--- src/rtl/branch_resolve_unit.sv ---
// Execute-stage branch resolution: mispredict detection, registered fetch redirect,
// wrong-path squash window, and a training-update FIFO drained into the predictor.
module branch_resolve_unit #(
  parameter int DEPTH         = 4,
  parameter int SQUASH_CYCLES = 2
) (
  input  logic        clk,
  input  logic        rst_n,
  input  logic        br_valid,
  input  logic [29:0] br_pc,
  input  logic        br_is_cond,
  input  logic        br_taken,
  input  logic [31:0] br_target,
  input  logic        pred_taken,
  input  logic [31:0] pred_target,
  input  logic        ext_flush,
  output logic        exe_stall,
  output logic        redirect_valid,
  output logic [31:0] redirect_pc,
  output logic        upd_valid,
  output logic [8:0]  upd_index,
  output logic        upd_taken,
  input  logic        upd_ready,
  output logic [31:0] stat_branches,
  output logic [31:0] stat_mispredicts
);

  localparam int AW = (DEPTH > 1) ? $clog2(DEPTH) : 1;

  typedef enum logic {RUN = 1'b0, SQUASH = 1'b1} state_t;

  state_t        state_r;
  logic [2:0]    sq_cnt_r;
  logic [9:0]    mem_r [DEPTH];
  logic [AW-1:0] wr_ptr_r;
  logic [AW-1:0] rd_ptr_r;
  logic [AW:0]   count_r;
  logic          full_r;
  logic          valid_r;
  logic          redirect_valid_r;
  logic [31:0]   redirect_pc_r;
  logic [31:0]   stat_branches_r;
  logic [31:0]   stat_mispredicts_r;

  logic          accept_s;
  logic          mispredict_s;
  logic          push_s;
  logic          pop_s;
  logic [AW:0]   count_next_s;

  // Acceptance, mispredict detection and FIFO occupancy update
  always_comb begin
    accept_s     = br_valid & ~full_r & ~ext_flush & (state_r == RUN);
    mispredict_s = (pred_taken != br_taken) |
                   (pred_taken & br_taken & (pred_target != br_target));
    push_s       = accept_s & br_is_cond;
    pop_s        = valid_r & upd_ready;
    count_next_s = count_r;
    case ({push_s, pop_s})
      2'b10:   count_next_s = count_r + {{AW{1'b0}}, 1'b1};
      2'b01:   count_next_s = count_r - {{AW{1'b0}}, 1'b1};
      default: count_next_s = count_r;
    endcase
  end

  // Squash-window FSM and registered redirect pulse; flush only cancels the window
  always_ff @(posedge clk or negedge rst_n) begin
    if (!rst_n) begin
      state_r          <= RUN;
      sq_cnt_r         <= 3'd0;
      redirect_valid_r <= 1'b0;
      redirect_pc_r    <= 32'd0;
    end else begin
      redirect_valid_r <= accept_s & mispredict_s;
      if (accept_s & mispredict_s) begin
        redirect_pc_r <= br_taken ? br_target : {br_pc + 30'd1, 2'b00};
      end
      if (ext_flush) begin
        state_r  <= RUN;
        sq_cnt_r <= 3'd0;
      end else begin
        case (state_r)
          RUN: begin
            if (accept_s & mispredict_s) begin
              state_r  <= SQUASH;
              sq_cnt_r <= 3'(SQUASH_CYCLES);
            end
          end
          SQUASH: begin
            if (sq_cnt_r == 3'd1) begin
              state_r  <= RUN;
              sq_cnt_r <= 3'd0;
            end else begin
              sq_cnt_r <= sq_cnt_r - 3'd1;
            end
          end
          default: begin
            state_r  <= RUN;
            sq_cnt_r <= 3'd0;
          end
        endcase
      end
    end
  end

  // Training FIFO storage, pointers and registered full/valid flags
  always_ff @(posedge clk or negedge rst_n) begin
    if (!rst_n) begin
      for (int i = 0; i < DEPTH; i++) mem_r[i] <= 10'd0;
      wr_ptr_r <= '0;
      rd_ptr_r <= '0;
      count_r  <= '0;
      full_r   <= 1'b0;
      valid_r  <= 1'b0;
    end else begin
      if (push_s) begin
        mem_r[wr_ptr_r] <= {br_pc[8:0], br_taken};
        wr_ptr_r        <= wr_ptr_r + {{(AW-1){1'b0}}, 1'b1};
      end
      if (pop_s) begin
        rd_ptr_r <= rd_ptr_r + {{(AW-1){1'b0}}, 1'b1};
      end
      count_r <= count_next_s;
      full_r  <= (count_next_s == (AW+1)'(DEPTH));
      valid_r <= (count_next_s != '0);
    end
  end

  // Wrapping hit/miss statistics
  always_ff @(posedge clk or negedge rst_n) begin
    if (!rst_n) begin
      stat_branches_r    <= 32'd0;
      stat_mispredicts_r <= 32'd0;
    end else begin
      if (accept_s & br_is_cond) stat_branches_r <= stat_branches_r + 32'd1;
      if (accept_s & mispredict_s) stat_mispredicts_r <= stat_mispredicts_r + 32'd1;
    end
  end

  assign exe_stall        = full_r;
  assign upd_valid        = valid_r;
  assign upd_index        = mem_r[rd_ptr_r][9:1];
  assign upd_taken        = mem_r[rd_ptr_r][0];
  assign redirect_valid   = redirect_valid_r;
  assign redirect_pc      = redirect_pc_r;
  assign stat_branches    = stat_branches_r;
  assign stat_mispredicts = stat_mispredicts_r;

endmodule
--- config.mk ---
export PLATFORM = sky130hd
export DESIGN_NAME = branch_resolve_unit
export DESIGN_NICKNAME = d
export VERILOG_FILES = /design/src/rtl/branch_resolve_unit.sv
export SDC_FILE = /design/constraint.sdc
export NUM_CORES = 1
export LEC_CHECK = 0
export CAP_MARGIN = 0
export CORE_UTILIZATION = 53
export CTS_BUF_LIST = sky130_fd_sc_hd__clkbuf_16
export DETAILED_ROUTE_END_ITERATION = 6
export GPL_TIMING_DRIVEN = 0
export PLACE_DENSITY = 0.87
export SKIP_CTS_REPAIR_TIMING = 1
export SYNTH_ARGS = -nofsm -noshare
export SYNTH_HDL_FRONTEND = slang
export SYNTH_SLANG_ARGS = --single-unit
--- constraint.sdc ---
create_clock -name clk -period 7.6 [get_ports clk]
set_clock_uncertainty 0.1 [all_clocks]
set_input_delay 1.14 -clock clk [delete_from_list [all_inputs] [get_ports clk]]
set_output_delay 1.14 -clock clk [all_outputs]
set_load 0.05 [all_outputs]
==> impl_metrics.toml, run 1 <==
[clock_tree]
clockRootBuffer = "clkbuf_16"
clock_sinks = 150
clkSlewWorstSetupHoldPaths_ns = 0.06
clock_path_buffers = 2
cts_tree = "done"
insertion_delay_ns = 0.42
cts_made_buffers = 17
htree_levels = 4

[global_routing]
grt_pass1_wl_um = 31800
first_global_vias = 6196
track_usage = 0.277
overflow = 0
grt_max_degree = 79
antenna_found_initial = 0

[synthesis]
synth_edf_count = 0
synth_cells = 690
syn_nets = 804
ys.flop_type = "dfrtp_1"
ys_seq_elements = 150
yosysSeqAreaShare = 0.477
synth.distinct_cells = 47
yosys_warnings = 0
syn_area_sq_um = 7880
synth-async-reset-ratio = 1.00
syn_area_per_cell_sq_um = 11.4

[placement]
place.port_buffers = 206
place_congestion = 0.860
dpl.hpwl_um = 15300
placed_area_sq_um = 10200

[route]
routed-via-count = 6232
vias_per_cell = 5.60
drt_first_pass_iters = 4
drtAntennaViolNets = 0
wl_per_cell_um = 18.6
drc = 0
drt_wl_total_um = 20700
drt_iter0_drc = 439

[worst_setup_path]
crit_required_ns = 6.36
cp-start-kind = "register"
worstSetupEndpointType = "primary output"
path_class = "reg2out"
cp.arrival_ns = 2.83
cp_max_fo = 10

[sta]
worst_slew_pin_slew_ns = 0.825
relSlewSlack = 0.450
fmax_ghz = 0.246
slew_viol_final = 0
rsz0062_at_grt = "no"
finalSetupViolCount = 0
fin_crit_sh = 0.536
hold_violations = 0
period_minus_slack_ns = 4.07

[die]
dieArea_sq_um = 15400
core-area_sq_um = 14500
fp.dieH_um = 124
io_pins = 211
die_w_um = 124
rows = 44
initial_core_util = 0.542

[finish]
regArea_sq_um = 3750
area_growth_pct = 36.5
final_common_cell = "clkdlybuf4s50_1"
diodes = 0
final_nets = 1030
multi_input_area_sq_um = 3910
final_cell_mix = "205 x clkdlybuf4s50_1, 150 x dfrtp_1, 82 x xor2_1"
nFillCells = 1032
layout-drive-gt1-share = 0.153
fin_area_sq_um = 10800

[power]
leakage_uw = 0.00460
p_comb_frac = 0.439
vdd_drop_max_uv = 343
p_int_uw = 2110
power_switching_uw = 1440
power_density_nw_per_um2 = 330
swShare = 0.405
power_uw = 3550
clock_power_share = 0.224
p_seq_frac = 0.338

[outcome]
status = "complete, no violations"

[run]
cap_violations = 0

[worst_hold_path]
hold_class = "reg2reg"
==> power groups by stage <==
| stage | clock, uW | sequential, uW | combinational [uW] |
|---|---|---|---|
| after floorplan | 0 | 1580 | 625 |
| after global placement | 0 | 1190 | 1530 |
| after detailed placement | 0 | 1210 | 1560 |
| after CTS | 806 | 1200 | 1570 |
| after global routing | 840 | 1230 | 1630 |
| final | 793 | 1200 | 1550 |
==> state kept, by name, summed over array words and instances, names as in the netlist, 2 cells and up <==
signal            cells
count_r               3
mem_r                40
rd_ptr_r              2
redirect_pc          32
sq_cnt_r              3
stat_branches        32
stat_mispredicts     32
wr_ptr_r              2
==> per-layer routing <==
metal,vias up,track usage,share of wire
li1,2885,-,-
met1,3090,0.345,0.41
met2,216,0.469,0.50
met3,41,0.0586,0.059
met4,0,0.115,0.028
met5,-,0,0
==> synth_stat cells (5+ instances only) <==
library cell | count | area (sq um)
nor3_1 | 9 | 45.0
buf_2 | 7 | 35.0
dfrtp_1 | 150 | 3750
nand4_1 | 18 | 113
and4_1 | 6 | 52.6
and3_1 | 13 | 81.3
clkbuf_1 | 11 | 41.3
nand2_1 | 79 | 297
nor2_1 | 16 | 60.1
o21ai_0 | 28 | 140
xor2_1 | 82 | 718
mux4_2 | 10 | 225
o21ai_1 | 5 | 25.0
mux2_2 | 67 | 754
and2_1 | 5 | 31.3
inv_1 | 17 | 63.8
nand3_1 | 31 | 155
a211oi_1 | 15 | 113
mux2_1 | 7 | 78.8
a21oi_1 | 10 | 50.1
ha_1 | 11 | 138
nor4_1 | 9 | 56.3
xnor2_1 | 46 | 403
==> final timing paths <==
path	slack [ns]	startpoint	to	cells after the start
worst min register to register	0.37	stat_mispredicts[31]	stat_mispredicts[31]	1
worst min-delay path	0.37	stat_mispredicts[31]	stat_mispredicts[31]	1
worst max-delay path	3.53	rd_ptr_r[0]	upd_index[2]	3
max in group asynchronous	5.95	rst_n	redirect_pc[2]	2
worst max register to register	4.43	state_r	upd_valid	11
min in group asynchronous	0.61	rst_n	stat_mispredicts[18]	1
==> worst max-delay path, cell delays in order (launching register included) <==
cell,delay (ns)
dfrtp_1,0.42
buf_1,0.65
mux4_2,0.62
clkdlybuf4s50_1,0.72
==> layout make-up <==
type                            instances  share of cell area
Multi-Input combinational cell        497               0.364
Timing Repair Buffer                  207               0.194
Clock inverter                         15              0.0120
Buffer                                 26              0.0135
Inverter                               17             0.00594
Sequential cell                       150               0.349
Tap cell                              184              0.0214
Clock buffer                           17              0.0396
==> stage by stage <==
step           std cells  setup slack [ns]  setup TNS [ns]   util  hold slack, ns
2_1_floorplan        690              4.17               0      -           0.374
3_3_place_gp        1080            -0.757         -112.04  0.700           0.355
3_5_place_dp        1081              3.26               0  0.702           0.359
4_1_cts             1113              3.47               0  0.740           0.378
5_1_grt             1113              3.38               0  0.740           0.411
6_report            1113              3.53               0  0.740           0.375
==> cell families after synthesis <==
logic type / share of synthesized area
fa+ha+maj: 0.0200
compound gates: 0.0518
simple gates: 0.146
flops: 0.477
mux: 0.137
buf+inv: 0.0265
xor+xnor: 0.142
(Power assumes the default switching activity.)
==> run 2, diff against run 1 <==
--- a/config.mk
+++ b/config.mk
@@ -6,11 +6,11 @@
 export NUM_CORES = 1
 export LEC_CHECK = 0
 export CAP_MARGIN = 0
-export CORE_UTILIZATION = 53
+export CORE_UTILIZATION = 44
 export CTS_BUF_LIST = sky130_fd_sc_hd__clkbuf_16
 export DETAILED_ROUTE_END_ITERATION = 6
 export GPL_TIMING_DRIVEN = 0
-export PLACE_DENSITY = 0.87
+export PLACE_DENSITY = 0.78
 export SKIP_CTS_REPAIR_TIMING = 1
 export SYNTH_ARGS = -nofsm -noshare
 export SYNTH_HDL_FRONTEND = slang
==> constraint.sdc (replaced) <==
create_clock -name clk -period 3.6 [get_ports clk]
set_clock_uncertainty 0.1 [all_clocks]
set_input_delay 0.54 -clock clk [delete_from_list [all_inputs] [get_ports clk]]
set_output_delay 0.54 -clock clk [all_outputs]
set_load 0.05 [all_outputs]
==> run 2 against run 1 <==
Compared with the run above:
- critical path depth did not move
- die area up 20%
- sequential share of layout area is 0.13 points lower
- first-iteration DRC count down 40%
- worst hold slack worse by 0.30 ns
- core utilization fell by 12 points
- sequential power rose by 110%
- combinational power increased by 110%
- highest routed layer unchanged
- critical endpoint is now upd_index[1]
- clock power up 110%
- count of clock-buffer cells in the layout stayed put
==> impl_metrics.toml, run 2 (same netlist as run 1, synthesis figures left out) <==
[outcome]
status = "complete, no violations"

[power]
vdd_drop_max_uv = 488
leakage_uw = 0.00459
power_density_nw_per_um2 = 687

[placement]
place.port_buffers = 206
pre_cts_ws_ns = -0.176
dpl.hpwl_um = 15000
dp.cells = 1122
place_congestion = 0.843

[finish]
final_core_util = 0.620
final_nets = 1030
diodes = 0
area_growth_pct = 37.0
finalNonFillerCells = 1153
largest_register_ffs = 40
regArea_sq_um = 3750
nFillCells = 1468
top_register = "mem_r"
final_cell_mix = "205 x clkdlybuf4s50_1, 150 x dfrtp_1, 82 x xor2_1"
layout-drive-gt1-share = 0.150
final_common_cell = "clkdlybuf4s50_1"
multi_input_area_sq_um = 3910

[route]
drt_first_pass_iters = 4
drtAntennaViolNets = 0
wl_per_cell_um = 17.3
drt_iter0_drc = 265
vias_per_cell = 5.20
routed-via-count = 5997
drt_wl_total_um = 19900
drc = 0

[clock_tree]
clockRootBuffer = "clkbuf_16"
htree_levels = 4
insertion_delay_ns = 0.41
cts_tree = "done"
clkSlewWorstSetupHoldPaths_ns = 0.06
clock_sinks = 150
clock_path_buffers = 2
cts_made_buffers = 17

[global_routing]
top_usage_layer = "met2"
track_usage = 0.221
antenna_found_initial = 0
grt_pass1_wl_um = 31100
grt_max_degree = 85
gr-usage-met3 = 0.0415
overflow = 0
grt_use_met2 = 0.364
grt.met1_usage = 0.293
first_global_vias = 5834

[worst_setup_path]
cp.arrival_ns = 2.83
rr_startpoint = "exe_stall"
crit_required_ns = 2.96
reg2regPathDepth = 11
path_class = "reg2out"
rrSetupSlack_ns = 0.44
startpoint = "rd_ptr_r[0]"
cp-start-kind = "register"
cp_max_fo = 10
reg2reg_to = "upd_valid"
worstSetupEndpointType = "primary output"

[sta]
relSlewSlack = 0.465
finalSetupViolCount = 0
setup_ws_ns = 0.129
tns_ns = 0
worst_slew_pin_slew_ns = 0.803
hold_violations = 0
holdWs_ns = 0.0760
period_minus_slack_ns = 3.47
fin_crit_sh = 0.964
fmax_ghz = 0.288
slew_viol_final = 0

[die]
dieArea_sq_um = 18400
io_pins = 211
core-area_sq_um = 17400
die_w_um = 136
fp.dieH_um = 136
initial_core_util = 0.452
rows = 48

[run]
cap_violations = 0

[worst_hold_path]
hold_class = "in2async"
-- run 2: cell types whose count changed in the layout (fill, tap and decap cells not counted), sizes merged --
cell	change
buf	-1
clkinvlp	+4
clkdlybuf4s15	+1
inv	-1
clkinv	-4
-- run 2: worst max path at each step --
stage / cells after the start / slack (ns) / end
3_3_place_gp: 1 / -4.32 / stat_mispredicts[19]
6_report: 3 / 0.13 / upd_index[1]
2_1_floorplan: 11 / 0.61 / upd_valid
3_5_place_dp: 12 / -0.18 / upd_valid
5_1_grt: 3 / -0.003 / upd_index[1]
4_1_cts: 3 / 0.07 / upd_index[1]
-- run 2: cell type report --
cell class,count,area share
plain buffers,26,0.0140
multi-input cells,497,0.363
repair buffers,207,0.194
flip-flops and latches,150,0.348
clock buffers,17,0.0394
well taps,225,0.0261
inverters,17,0.00591
clock inverters,14,0.0104
-- run 2: metal layers --
| layer | part of all wire | vias to the layer above |
|---|---|---|
| met5 | 0 | - |
| met1 | 0.45 | 2947 |
| met4 | 0.014 | 0 |
| met2 | 0.49 | 151 |
| li1 | - | 2880 |
| met3 | 0.046 | 19 |
-- run 2: critical path, stage by stage, from the launching register on --
cell             delay [ns]
dfrtp_1                0.41
clkdlybuf4s15_1        0.66
mux4_2                 0.62
clkdlybuf4s50_1        0.73
-- run 2: per-stage QoR --
step | instance area (sq um) | power (uW)
after floorplan | 7880 | 4660
after global placement | 10200 | 5750
after detailed placement | 10200 | 5810
after CTS | 10800 | 7480
after global routing | 10800 | 7760
final | 10800 | 7410
-- run 2: power by group --
part | total [uW] | internal, uW | switching, uW
Clock | 1640 | 938 | 699
Sequential | 2510 | 2190 | 317
Combinational | 3270 | 1310 | 1960
==> run 3, diff against run 2 <==
--- a/config.mk
+++ b/config.mk
@@ -15,3 +15,4 @@
 export SYNTH_ARGS = -nofsm -noshare
 export SYNTH_HDL_FRONTEND = slang
 export SYNTH_SLANG_ARGS = --single-unit
+export TNS_END_PERCENT = 30
==> results of run 3 <==
Final layout, timing and power as in run 2 (identical DEF).
